**src/rtl/eva_intr_pkg.sv**
```systemverilog
// eva_intr_pkg: shared definitions for the EVA interrupt controller.
//   - Word offsets (haddr[4:2]) of the register map.
//   - AHB hresp encodings and the only legal hsize.
//   - Error-response FSM state enum.
//   - IRQ_ID_NONE, reported on irq_id when no STATUS bit is set.
//   - lowest_set_idx(): priority encoder, lowest index wins.
package eva_intr_pkg;

    localparam logic [2:0] OFF_RAW      = 3'd0;
    localparam logic [2:0] OFF_MODE     = 3'd1;
    localparam logic [2:0] OFF_POL      = 3'd2;
    localparam logic [2:0] OFF_EN       = 3'd3;
    localparam logic [2:0] OFF_PEND     = 3'd4;
    localparam logic [2:0] OFF_STATUS   = 3'd5;
    localparam logic [2:0] OFF_SWSET    = 3'd6;
    localparam logic [2:0] OFF_UNMAPPED = 3'd7;

    localparam logic [1:0] HRESP_OKAY  = 2'b00;
    localparam logic [1:0] HRESP_ERROR = 2'b01;
    localparam logic [2:0] HSIZE_WORD  = 3'b010;

    localparam logic [5:0] IRQ_ID_NONE = 6'h3F;

    typedef enum logic [1:0] {
        IDLE = 2'd0,
        ERR1 = 2'd1,
        ERR2 = 2'd2
    } bus_state_e;

    // Index of the lowest set bit of vec, IRQ_ID_NONE when vec is zero.
    function automatic logic [5:0] lowest_set_idx(input logic [31:0] vec);
        logic [5:0] idx;
        idx = IRQ_ID_NONE;
        // Scan downwards so the lowest set index is the last one written.
        for (int i = 31; i >= 0; i--) begin
            if (vec[i]) begin
                idx = 6'(i);
            end else begin
                idx = idx;
            end
        end
        return idx;
    endfunction

endpackage

```
**src/rtl/eva_intr_ctrl_sync.sv**
```systemverilog
// eva_sync_bus: per-bit flop-chain synchroniser for asynchronous inputs.
//   clk  - sampling clock
//   rst  - asynchronous active-high reset, clears every stage
//   d    - asynchronous input bus (W bits)
//   q    - synchronised output, STAGES clock edges after d
module eva_sync_bus #(
    parameter int W      = 1,
    parameter int STAGES = 2
) (
    input  logic         clk,
    input  logic         rst,
    input  logic [W-1:0] d,
    output logic [W-1:0] q
);

    logic [STAGES-1:0][W-1:0] stage_r;

    // Shift chain: stage 0 samples the raw input, the last stage is the output.
    always_ff @(posedge clk or posedge rst) begin
        if (rst) begin
            stage_r <= '0;
        end else begin
            stage_r <= {stage_r[STAGES-2:0], d};
        end
    end

    assign q = stage_r[STAGES-1];

endmodule

```
**src/rtl/eva_intr_ctrl.sv**
```systemverilog
// eva_intr_ctrl: parametrised interrupt controller with an AHB-lite slave.
//   hclk / hrst            - sole clock, async active-high reset
//   hsel, htrans, hwrite,
//   haddr, hsize, hwdata,
//   hready_in              - AHB-lite slave inputs (haddr[4:2] decoded)
//   hready_out, hresp,
//   hrdata                 - AHB-lite slave outputs (OKAY zero-wait, ERROR two-cycle)
//   intr_in                - NUM_CH asynchronous interrupt sources
//   irq                    - registered OR of STATUS = PEND & EN
//   irq_id                 - registered lowest set STATUS index, 6'h3F if none
module eva_intr_ctrl
    import eva_intr_pkg::*;
#(
    parameter int NUM_CH      = 32,
    parameter int SYNC_STAGES = 2
) (
    input  logic              hclk,
    input  logic              hrst,
    input  logic              hsel,
    input  logic [1:0]        htrans,
    input  logic              hwrite,
    input  logic [31:0]       haddr,
    input  logic [2:0]        hsize,
    input  logic [31:0]       hwdata,
    input  logic              hready_in,
    output logic              hready_out,
    output logic [1:0]        hresp,
    output logic [31:0]       hrdata,
    input  logic [NUM_CH-1:0] intr_in,
    output logic              irq,
    output logic [5:0]        irq_id
);

    logic [NUM_CH-1:0] sync_s;
    logic [NUM_CH-1:0] lvl_s;
    logic [NUM_CH-1:0] lvl_d_r;
    logic [NUM_CH-1:0] rise_s;
    logic [NUM_CH-1:0] mode_r;
    logic [NUM_CH-1:0] pol_r;
    logic [NUM_CH-1:0] en_r;
    logic [NUM_CH-1:0] pend_r;
    logic [NUM_CH-1:0] pend_nxt_s;
    logic [NUM_CH-1:0] status_s;
    logic [NUM_CH-1:0] w1c_s;
    logic [NUM_CH-1:0] swset_s;
    logic [NUM_CH-1:0] wdata_s;
    logic [31:0]       status_ext_s;
    logic [31:0]       rdata_s;

    logic              accept_s;
    logic              err_s;
    logic              commit_s;
    logic              dphase_r;
    logic              wr_r;
    logic [2:0]        off_r;

    logic              irq_r;
    logic [5:0]        irq_id_r;

    bus_state_e        state_r;
    bus_state_e        state_nxt_s;

    logic              unused_s;

    // Address bits outside [4:2], htrans[0] and hwdata bits above NUM_CH carry no meaning here.
    assign unused_s = ^{haddr[31:5], haddr[1:0], htrans[0], hwdata};

    eva_sync_bus #(
        .W      (NUM_CH),
        .STAGES (SYNC_STAGES)
    ) u_sync (
        .clk (hclk),
        .rst (hrst),
        .d   (intr_in),
        .q   (sync_s)
    );

    // ------------------------------------------------------------------
    // Source conditioning
    // ------------------------------------------------------------------
    assign lvl_s    = sync_s ^ pol_r;
    assign rise_s   = lvl_s & ~lvl_d_r;
    assign status_s = pend_r & en_r;

    // One-cycle delayed level for rising-edge detection.
    always_ff @(posedge hclk or posedge hrst) begin
        if (hrst) begin
            lvl_d_r <= '0;
        end else begin
            lvl_d_r <= lvl_s;
        end
    end

    // ------------------------------------------------------------------
    // AHB address phase
    // ------------------------------------------------------------------
    assign accept_s = hsel & htrans[1] & hready_in;
    assign commit_s = dphase_r & wr_r;
    assign wdata_s  = hwdata[NUM_CH-1:0];

    // Error decode on the address phase: unmapped offset, bad size, write to a read-only offset.
    always_comb begin
        err_s = 1'b0;
        if (hsize != HSIZE_WORD) begin
            err_s = 1'b1;
        end else if (haddr[4:2] == OFF_UNMAPPED) begin
            err_s = 1'b1;
        end else if (hwrite && ((haddr[4:2] == OFF_RAW) || (haddr[4:2] == OFF_STATUS))) begin
            err_s = 1'b1;
        end else begin
            err_s = 1'b0;
        end
    end

    // Capture the address phase; only error-free transfers open an OKAY data phase.
    always_ff @(posedge hclk or posedge hrst) begin
        if (hrst) begin
            dphase_r <= 1'b0;
            wr_r     <= 1'b0;
            off_r    <= 3'd0;
        end else if (accept_s) begin
            dphase_r <= ~err_s;
            wr_r     <= hwrite;
            off_r    <= haddr[4:2];
        end else begin
            dphase_r <= 1'b0;
        end
    end

    // ------------------------------------------------------------------
    // Register file
    // ------------------------------------------------------------------
    // Configuration registers, written at the edge ending the data phase.
    always_ff @(posedge hclk or posedge hrst) begin
        if (hrst) begin
            mode_r <= '0;
            pol_r  <= '0;
            en_r   <= '0;
        end else if (commit_s) begin
            case (off_r)
                OFF_MODE: mode_r <= wdata_s;
                OFF_POL:  pol_r  <= wdata_s;
                OFF_EN:   en_r   <= wdata_s;
                default:  en_r   <= en_r;
            endcase
        end
    end

    // Write-one-to-clear and write-one-to-set strobes into PEND.
    always_comb begin
        w1c_s   = '0;
        swset_s = '0;
        if (commit_s && (off_r == OFF_PEND)) begin
            w1c_s = wdata_s;
        end else if (commit_s && (off_r == OFF_SWSET)) begin
            swset_s = wdata_s;
        end else begin
            w1c_s   = '0;
            swset_s = '0;
        end
    end

    // Level channels track lvl; edge channels latch rise/SWSET with set winning over W1C.
    assign pend_nxt_s = (mode_r & ((pend_r & ~w1c_s) | rise_s | swset_s)) |
                        (~mode_r & lvl_s);

    // Pending register.
    always_ff @(posedge hclk or posedge hrst) begin
        if (hrst) begin
            pend_r <= '0;
        end else begin
            pend_r <= pend_nxt_s;
        end
    end

    // Zero-extend STATUS for the 32-bit priority encoder.
    always_comb begin
        status_ext_s               = 32'h0000_0000;
        status_ext_s[NUM_CH-1:0]   = status_s;
    end

    // Aggregate interrupt outputs, one edge behind PEND/EN.
    always_ff @(posedge hclk or posedge hrst) begin
        if (hrst) begin
            irq_r    <= 1'b0;
            irq_id_r <= IRQ_ID_NONE;
        end else begin
            irq_r    <= |status_s;
            irq_id_r <= lowest_set_idx(status_ext_s);
        end
    end

    assign irq    = irq_r;
    assign irq_id = irq_id_r;

    // Read mux: live register values during an OKAY read data phase, zero otherwise.
    always_comb begin
        rdata_s = 32'h0000_0000;
        if (dphase_r && !wr_r) begin
            case (off_r)
                OFF_RAW:    rdata_s[NUM_CH-1:0] = lvl_s;
                OFF_MODE:   rdata_s[NUM_CH-1:0] = mode_r;
                OFF_POL:    rdata_s[NUM_CH-1:0] = pol_r;
                OFF_EN:     rdata_s[NUM_CH-1:0] = en_r;
                OFF_PEND:   rdata_s[NUM_CH-1:0] = pend_r;
                OFF_STATUS: rdata_s[NUM_CH-1:0] = status_s;
                default:    rdata_s             = 32'h0000_0000;
            endcase
        end else begin
            rdata_s = 32'h0000_0000;
        end
    end

    assign hrdata = rdata_s;

    // ------------------------------------------------------------------
    // Error-response FSM
    // ------------------------------------------------------------------
    // State register.
    always_ff @(posedge hclk or posedge hrst) begin
        if (hrst) begin
            state_r <= IDLE;
        end else begin
            state_r <= state_nxt_s;
        end
    end

    // Next state: an errored transfer may be accepted in ERR2 since hready_out is high there.
    always_comb begin
        state_nxt_s = IDLE;
        case (state_r)
            IDLE: begin
                if (accept_s && err_s) begin
                    state_nxt_s = ERR1;
                end else begin
                    state_nxt_s = IDLE;
                end
            end
            ERR1: state_nxt_s = ERR2;
            ERR2: begin
                if (accept_s && err_s) begin
                    state_nxt_s = ERR1;
                end else begin
                    state_nxt_s = IDLE;
                end
            end
            default: state_nxt_s = IDLE;
        endcase
    end

    // Response outputs decoded from the state register.
    always_comb begin
        hready_out = 1'b1;
        hresp      = HRESP_OKAY;
        case (state_r)
            IDLE: begin
                hready_out = 1'b1;
                hresp      = HRESP_OKAY;
            end
            ERR1: begin
                hready_out = 1'b0;
                hresp      = HRESP_ERROR;
            end
            ERR2: begin
                hready_out = 1'b1;
                hresp      = HRESP_ERROR;
            end
            default: begin
                hready_out = 1'b1;
                hresp      = HRESP_OKAY;
            end
        endcase
    end

endmodule

```
**config.mk**
```make
export PLATFORM = sky130hd
export DESIGN_NAME = eva_intr_ctrl
export DESIGN_NICKNAME = d
export VERILOG_FILES = /design/src/rtl/eva_intr_pkg.sv /design/src/rtl/eva_intr_ctrl_sync.sv /design/src/rtl/eva_intr_ctrl.sv
export SDC_FILE = /design/constraint.sdc
export NUM_CORES = 1
export LEC_CHECK = 0
export CAP_MARGIN = 5
export CORE_UTILIZATION = 60
export DETAILED_ROUTE_END_ITERATION = 16
export DONT_BUFFER_PORTS = 1
export PLACE_DENSITY = 0.73
export SLEW_MARGIN = 15
export SYNTH_ARGS = -nofsm -noshare
export SYNTH_HDL_FRONTEND = slang
export SYNTH_SLANG_ARGS = --single-unit
export TNS_END_PERCENT = 30
```
**constraint.sdc**
```tcl
create_clock -name hclk -period 10.21 [get_ports hclk]
set_clock_uncertainty 0.15 [all_clocks]
set_input_delay 2.5525 -clock hclk [delete_from_list [all_inputs] [get_ports hclk]]
set_output_delay 2.5525 -clock hclk [all_outputs]
set_load 0.02 [all_outputs]
```
# ---- Yosys cells after proc, flatten, opt, wreduce, memory -nomap -nowiden
# Index checks and enable logic that the tools add are counted.
dict set report totals {
  register_bits 238
  in_bits 106
  out_inout_bits 42
}
dict set report op_classes {
  eq_ne 11
  mux 45
  bitwise 16
  reduce_logical 16
}
# operator n
set op_table {}
lappend op_table {{2-to-1 mux 6 bit} 32}
lappend op_table {{case mux 32 bit (6 select lines)} 1}
lappend op_table {{bitwise AND 32 bit} 5}
lappend op_table {{2-to-1 mux 32 bit} 4}
lappend op_table {{NOT 32 bit} 3}
lappend op_table {{OR 32 bit} 3}
lappend op_table {{OR reduction 32 bit} 1}
lappend op_table {{XOR 32 bit} 1}
lappend op_table {{== test 3 bit (second input constant)} 5}
lappend op_table {{2-to-1 mux 1 bit} 7}
lappend op_table {{== test 3 x 2 -> 1 bit (second input constant)} 2}
lappend op_table {{zero test 3 bit} 2}
lappend op_table {{AND reduction 2 bit} 3}
lappend op_table {{logical AND 1 bit} 5}
lappend op_table {{case mux 2 bit (2 select lines)} 1}
lappend op_table {{OR reduction 2 bit} 2}
lappend op_table {{bitwise AND 1 bit} 3}
lappend op_table {{== test 3 x 1 -> 1 bit (second input constant)} 1}
lappend op_table {{!= test 3 x 2 -> 1 bit (second input constant)} 1}
lappend op_table {{== test 2 x 1 -> 1 bit (second input constant)} 1}
lappend op_table {{== test 2 bit (second input constant)} 1}
lappend op_table {{zero test 2 bit} 1}
lappend op_table {{zero test 1 bit} 1}
lappend op_table {{logical OR 1 bit} 1}
lappend op_table {{NOT 1 bit} 1}

# ---- Logic depth before layout (Yosys ltp)
# Gate-level depths: netlist (run 1).
dict set report logic_depth {
  word_depth 33
  depth_mapped 8
  depth_no_buf 5
}

# ---- Hierarchy
# From an unflattened synthesis (run 1), not the netlist that was laid out.
dict set report unflattened {
  hier_cells 953
  hier_area_um2 10722.8
}
# mod n_inst cells_each area_per_inst_um2
set modules_own_cells {}
lappend modules_own_cells {eva_intr_ctrl 1 856 8877.3}
lappend modules_own_cells {eva_sync_bus 1 97 1845.5}

# ---- Worst setup path after synthesis (run 1)
# No wires, ideal clock.
dict set report synth_timing {
  path_kind {reg2out}
  start {register off_r[2]}
  end {output port hrdata[14]}
  arrival_ns 1.806
  required_ns 7.508
  slack_ns 5.701
  path_stages_with_launch 8
  n_path_buf 3
  path_cell_list {dfrtp_1 -> clkbuf_1 -> buf_2 -> buf_2 -> a22oi_1 -> o21ai_0 -> nor2_1 -> a211oi_1}
}
dict set report synth_via {
  elab_chain_len 3
}
# element line
set synth_rtl {}
lappend synth_rtl {{from (decl)} eva_intr_ctrl.sv:55} ;# logic [2:0] off_r;
lappend synth_rtl {{from (signal assigned)} eva_intr_ctrl.sv:124} ;# off_r <= haddr[4:2];
lappend synth_rtl {{== test 3 bit, or another cell as far along} eva_intr_ctrl.sv:200} ;# case (off_r)
lappend synth_rtl {{case mux 32 bit (6 select lines) (*)} eva_intr_ctrl.sv:200}
lappend synth_rtl {{2-to-1 mux 32 bit (*)} eva_intr_ctrl.sv:199} ;# if (dphase_r && !wr_r) begin
lappend synth_rtl {{to (decl)} eva_intr_ctrl.sv:28} ;# output logic [31:0] hrdata,
# Mark *: on every way between the ends. The rest lies on a longest branch, timed or not.

# ---- Final worst setup path (run 1)
dict set report layout_timing {
  start {register off_r[1]}
  end {output port hrdata[8]}
}
# Same word-level chain as after synthesis.

==> results of run 1 <==
## metal layers
| layer | routed length, um | GRT usage | vias to the layer above |
|---|---|---|---|
| li1 | - | - | 3433 |
| met4 | 838 | 0.102 | 0 |
| met5 | 0 | 0 | - |
| met1 | 11000 | 0.403 | 3811 |
| met3 | 2070 | 0.0647 | 64 |
| met2 | 12300 | 0.468 | 296 |
## final timing paths
path,to,cells after the start,slack [ps]
worst max-delay path,hrdata[8],5,3730
min in group asynchronous,dphase_r$_DFF_PP0_,1,1830
worst max register to register,en_r[18]$_DFFE_PP0P_,6,6140
worst min-delay path,u_sync.q[6]$_DFF_PP0_,0,200
worst min register to register,u_sync.q[6]$_DFF_PP0_,0,200
max in group asynchronous,lvl_d_r[10]$_DFF_PP0_,2,6620
## cell usage after synthesis, types with 5 or more instances
cell      number
dfrtp_1      232
nand2_1      187
mux2_2        99
a21oi_1       59
o21ai_0       45
xor2_1        32
nor2_1        31
o21ai_1       30
a22oi_1       25
buf_2         24
nand3_1       19
clkbuf_1      18
mux2i_1       18
nand2b_1      16
a221oi_1      12
nor2b_1       11
a22o_1         9
inv_1          8
nand3b_1       8
a31oi_1        7
dfstp_2        6
o211ai_1       6
or2_2          6
a211oi_1       5
ha_1           5
## logic make-up after synthesis
logic type      Yosys count
compound gates          220
xor+xnor                 35
fa+ha+maj                 5
buf+inv                  53
flops                   238
mux                     119
other cells               1
simple gates            306
## power groups by stage
stage	sequential, uW	combinational (uW)	clock, uW
finish	1080	236	947
global route	1090	259	998
CTS	1080	233	960
detailed placement	1100	232	0
global placement	1100	226	0
floorplan	1070	183	0
## cell type report
cell class / instances / area share
Clock buffer: 30 / 0.0574
Clock inverter: 15 / 0.0159
Inverter: 9 / 0.00351
Multi-Input combinational cell: 686 / 0.384
Sequential cell: 238 / 0.508
Tap cell: 225 / 0.0240
Timing Repair Buffer: 12 / 0.00767
## registers in the layout, indices dropped and copies added, names as in the netlist
name and flops:
en_r 32, lvl_d_r 32, u_sync.stage_r 32, irq_id 6
off_r 3, pol_r 32, state_r 2, wr_r 1
u_sync.q 32, pend_r 32, mode_r 32, irq 1
dphase_r 1
## stage by stage
| step | utilization | setup slack (ps) | instances | power (uW) | instance area (um^2) |
|---|---|---|---|---|---|
| finish | 0.677 | 3730 | 1215 | 2270 | 11800 |
| global route | 0.677 | 3630 | 1215 | 2350 | 11800 |
| detailed placement | 0.627 | 4300 | 1170 | 1330 | 10900 |
| floorplan | - | 986 | 977 | 1250 | 10700 |
| global placement | 0.627 | 4300 | 1170 | 1320 | 10900 |
| CTS | 0.677 | 3740 | 1215 | 2270 | 11700 |
==> flow_summary.json, run 1 <==
{
  "port-buffer-count": 0,
  "period_needed_ps": 6480,
  "synth.distinct_cells": 64,
  "diodes": 0,
  "seqCellArea_mm2": 0.00597,
  "ctsResizeCount": 0,
  "grt_pass1_vias": 7583,
  "ys_ff_latch": 238,
  "synthAdderAreaFrac": 0.00586,
  "area.growth.synth_to_final_pct": 10.0,
  "clockBufferDepth": 3,
  "hold_slack_ps": 195,
  "synth_nets": 1088,
  "clk-insertion-delay-late_ps": 530,
  "hold_viol": 0,
  "synth_mux_area_frac": 0.123,
  "power_density_mw_per_mm2": 193,
  "crit_start": "off_r[1]$_DFFE_PP0P_",
  "critPathMaxStageDelay_ps": 870,
  "clk_pin_slew_worst_paths_ps": 60,
  "core_mm2": 0.0174,
  "vdd_drop_max_uv": 165,
  "arrival_ps": 3780,
  "wl_mm": 26.2,
  "synth-simple-area-share": 0.132,
  "drt_iter0_drc": 613,
  "setup_viol": 0,
  "firstDrtPassIters": 5,
  "die_w_um": 135,
  "p_switching_uw": 600,
  "async_flop_share": 1.00,
  "p_int_uw": 1670,
  "finalMaxSlewViolations": 0,
  "p_comb_frac": 0.104,
  "crit_buf_inv": 1,
  "status": "finished clean",
  "die_h_um": 135,
  "max_freq_mhz": 154,
  "hpwl_mm": 16.8,
  "endpoint_kind": "primary output",
  "synth_top_family_by_area": "simple AND/OR/NAND/NOR gates",
  "ant_nets": 0,
  "synthFlopType": "dfrtp_1",
  "cts_max_level": 1,
  "post-cts-setup-buffers": 0,
  "layout_commonest_cell": "dfrtp_1",
  "grt_pass1_wl_mm": 41.4,
  "cp.required_ps": 7510,
  "cts_root_buf": "clkbuf_16",
  "switching_share": 0.265,
  "multi_input_area_mm2": 0.00451,
  "final_cell_mix": "230 x dfrtp_1, 187 x nand2_1, 99 x mux2_2",
  "critical-path-slowest-cell": "nor2_1",
  "synth_area_leader_cell": "dfrtp_1",
  "r2r_start": "off_r[1]$_DFFE_PP0P_",
  "dieArea_mm2": 0.0183,
  "netlist_area_mm2": 0.0107,
  "fin_crit_sh": 0.635,
  "clock-sinks": 238,
  "grt_usage": 0.295,
  "path_delay_family": "simple AND/OR/NAND/NOR gates",
  "cts_tree": "built",
  "p_leak_uw": 0.00522,
  "path_cells": "buf_4 -> nand2b_1 -> nor2_1 -> o21ai_0 -> a31oi_1",
  "synth_compound_area_frac": 0.130,
  "synth-edff-count": 0,
  "antenna_found_initial": 0,
  "avgSynthCellArea_um2": 10.9,
  "critPathLaunchType": "flop",
  "drive_above_1_share": 0.192,
  "seq_power_share": 0.478,
  "grt_max_degree": 92,
  "seq_area_frac_synth": 0.558,
  "pin_count": 148,
  "fp-row-count": 48,
  "grt-ovfl-total": 0,
  "syn-instance-count": 977,
  "yosys_warnings": 0,
  "gp_congestion": 0.878,
  "slew_headroom": 0.197,
  "viasPerCell": 6.26,
  "cts_inserted_buffers": 25,
  "initial_core_util": 0.615,
  "worstHoldStart": "u_sync.stage_r[6]$_DFF_PP0_",
  "ctsHoldBuffers": 0,
  "nNetsFinal": 1083,
  "clockPowerShare": 0.418,
  "synth_xor_area_frac": 0.0287,
  "nFillCells": 1296,
  "wl_per_cell_um": 21.5,
  "cp_max_fo": 27,
  "rsz0062_at_grt": "false",
  "setup_tns_ps": 0,
  "synth_top_area_share": 0.543,
  "vias": 7604,
  "drc": 0,
  "maxCapViolCount": 0,
  "yosys-top-cells-area": "dfrtp_1 54%, mux2_2 10%, nand2_1 6.6%",
  "critPathKind": "flop to primary output",
  "worst_pin_slew_ps": 1200,
  "hold_class": "flop to flop"
}
Power figures use the tool's default switching activity.
==> run 2: changes to the inputs <==
==> constraint.sdc (replaced) <==
create_clock -name hclk -period 6.1 [get_ports hclk]
set_clock_uncertainty 0.15 [all_clocks]
set_input_delay 1.525 -clock hclk [delete_from_list [all_inputs] [get_ports hclk]]
set_output_delay 1.525 -clock hclk [all_outputs]
set_load 0.02 [all_outputs]
==> flow_summary.json, run 2 (synthesis results as in run 1) <==
{
  "ctsResizeCount": 0,
  "p_leak_uw": 0.00525,
  "dp_slack_ps": 1810,
  "ctsHoldBuffers": 0,
  "drc": 0,
  "gp_congestion": 0.886,
  "grt_pass1_wl_mm": 41.4,
  "maxCapViolCount": 0,
  "antenna_found_initial": 0,
  "hold_depth": 0,
  "reg2reg_depth": 6,
  "port-buffer-count": 0,
  "initial_core_util": 0.615,
  "grt-ovfl-total": 0,
  "wl_mm": 26.0,
  "hold_viol": 0,
  "dieArea_mm2": 0.0183,
  "nNetsFinal": 1087,
  "clk-insertion-delay-late_ps": 530,
  "grt_max_degree": 117,
  "grt_pass1_vias": 7652,
  "setup_viol": 0,
  "viasPerCell": 6.25,
  "diodes": 0,
  "finalPower_uw": 3800,
  "wl_per_cell_um": 21.4,
  "cp_max_fo": 29,
  "layout_commonest_cell": "dfrtp_1",
  "finalMaxSlewViolations": 0,
  "nFillCells": 1297,
  "rsz0062_at_grt": "false",
  "die_h_um": 135,
  "die_w_um": 135,
  "fp-row-count": 48,
  "r2r_start": "off_r[2]$_DFFE_PP0P_",
  "slew_headroom": 0.200,
  "cp.required_ps": 4430,
  "vdd_drop_max_uv": 254,
  "clockBufferDepth": 3,
  "area.growth.synth_to_final_pct": 10.5,
  "critPathLaunchType": "flop",
  "drt_iter0_drc": 542,
  "cts_inserted_buffers": 25,
  "max_freq_mhz": 205,
  "drive_above_1_share": 0.192,
  "r2r-end": "pend_r[16]$_DFF_PP0_",
  "power_density_mw_per_mm2": 322,
  "ant_nets": 0,
  "critPathKind": "flop to primary output",
  "firstDrtPassIters": 5,
  "cts_max_level": 1,
  "whs_endpoint": "u_sync.q[4]$_DFF_PP0_",
  "clk_pin_slew_worst_paths_ps": 60,
  "fin_crit_sh": 0.799,
  "clock-sinks": 238,
  "hpwl_mm": 16.7,
  "vias": 7620,
  "period_needed_ps": 4880,
  "pin_count": 148,
  "cts_root_buf": "clkbuf_16",
  "worst_pin_slew_ps": 1190,
  "hold_class": "flop to flop",
  "worstHoldStart": "u_sync.stage_r[4]$_DFF_PP0_",
  "cts_tree": "built",
  "finalWorstSetupSlack_ps": 1220,
  "endpoint_kind": "primary output",
  "utilization": 0.680,
  "status": "finished clean",
  "arrival_ps": 3200,
  "post-cts-setup-buffers": 0,
  "grt_usage": 0.295,
  "setup_tns_ps": 0,
  "core_mm2": 0.0174,
  "final_cell_mix": "230 x dfrtp_1, 187 x nand2_1, 99 x mux2_2",
  "reg2reg_slack_ps": 2960
}
[run 2: report_power, final]
part | internal (uW) | total, uW | switching, uW | leakage (uW)
Sequential | 1690 | 1800 | 112 | 0.00299
Clock | 981 | 1590 | 607 | 0.000433
Combinational | 148 | 413 | 265 | 0.00182
Total | 2820 | 3800 | 984 | 0.00525
[run 2: final cells by class]
type	instances	area, um^2	share of cell area
Clock buffer	34	709	0.0601
Clock inverter	11	159	0.0135
Inverter	9	37.5	0.00318
Multi-Input combinational cell	686	4510	0.382
Sequential cell	238	5970	0.505
Tap cell	225	282	0.0238
Timing Repair Buffer	16	145	0.0123
[run 2: how the worst max path moves through the flow]
stage,from,to,cells past startpoint
2_1_floorplan,hrst,dphase_r$_DFF_PP0_,1
3_3_place_gp,off_r[2]$_DFFE_PP0P_,hrdata[13],6
3_5_place_dp,off_r[2]$_DFFE_PP0P_,hrdata[13],6
4_1_cts,off_r[2]$_DFFE_PP0P_,hrdata[13],6
5_1_grt,off_r[2]$_DFFE_PP0P_,hrdata[13],6
6_report,off_r[2]$_DFFE_PP0P_,hrdata[13],6
[run 2: critical path, cell delays in order (launching register included)]
cell and delay (ps):
dfrtp_2 630, nor3_1 1000, buf_4 350, nand2_1 60, o21ai_0 70, a221oi_1 70
a21oi_1 500
[run 2: per-stage QoR]
step	cells	hold WS (ps)	cell area, um^2
floorplan	977	181	10700
global placement	1174	182	10900
detailed placement	1174	185	10900
CTS	1219	196	11800
global route	1219	198	11800
finish	1219	190	11800
[run 2: metal layers]
metal,global-route usage,share of wire,vias to the layer above
met4,0.115,0.031,0
met3,0.0636,0.080,58
met1,0.395,0.42,3801
met5,0,0,-
met2,0.472,0.47,322
li1,-,-,3439
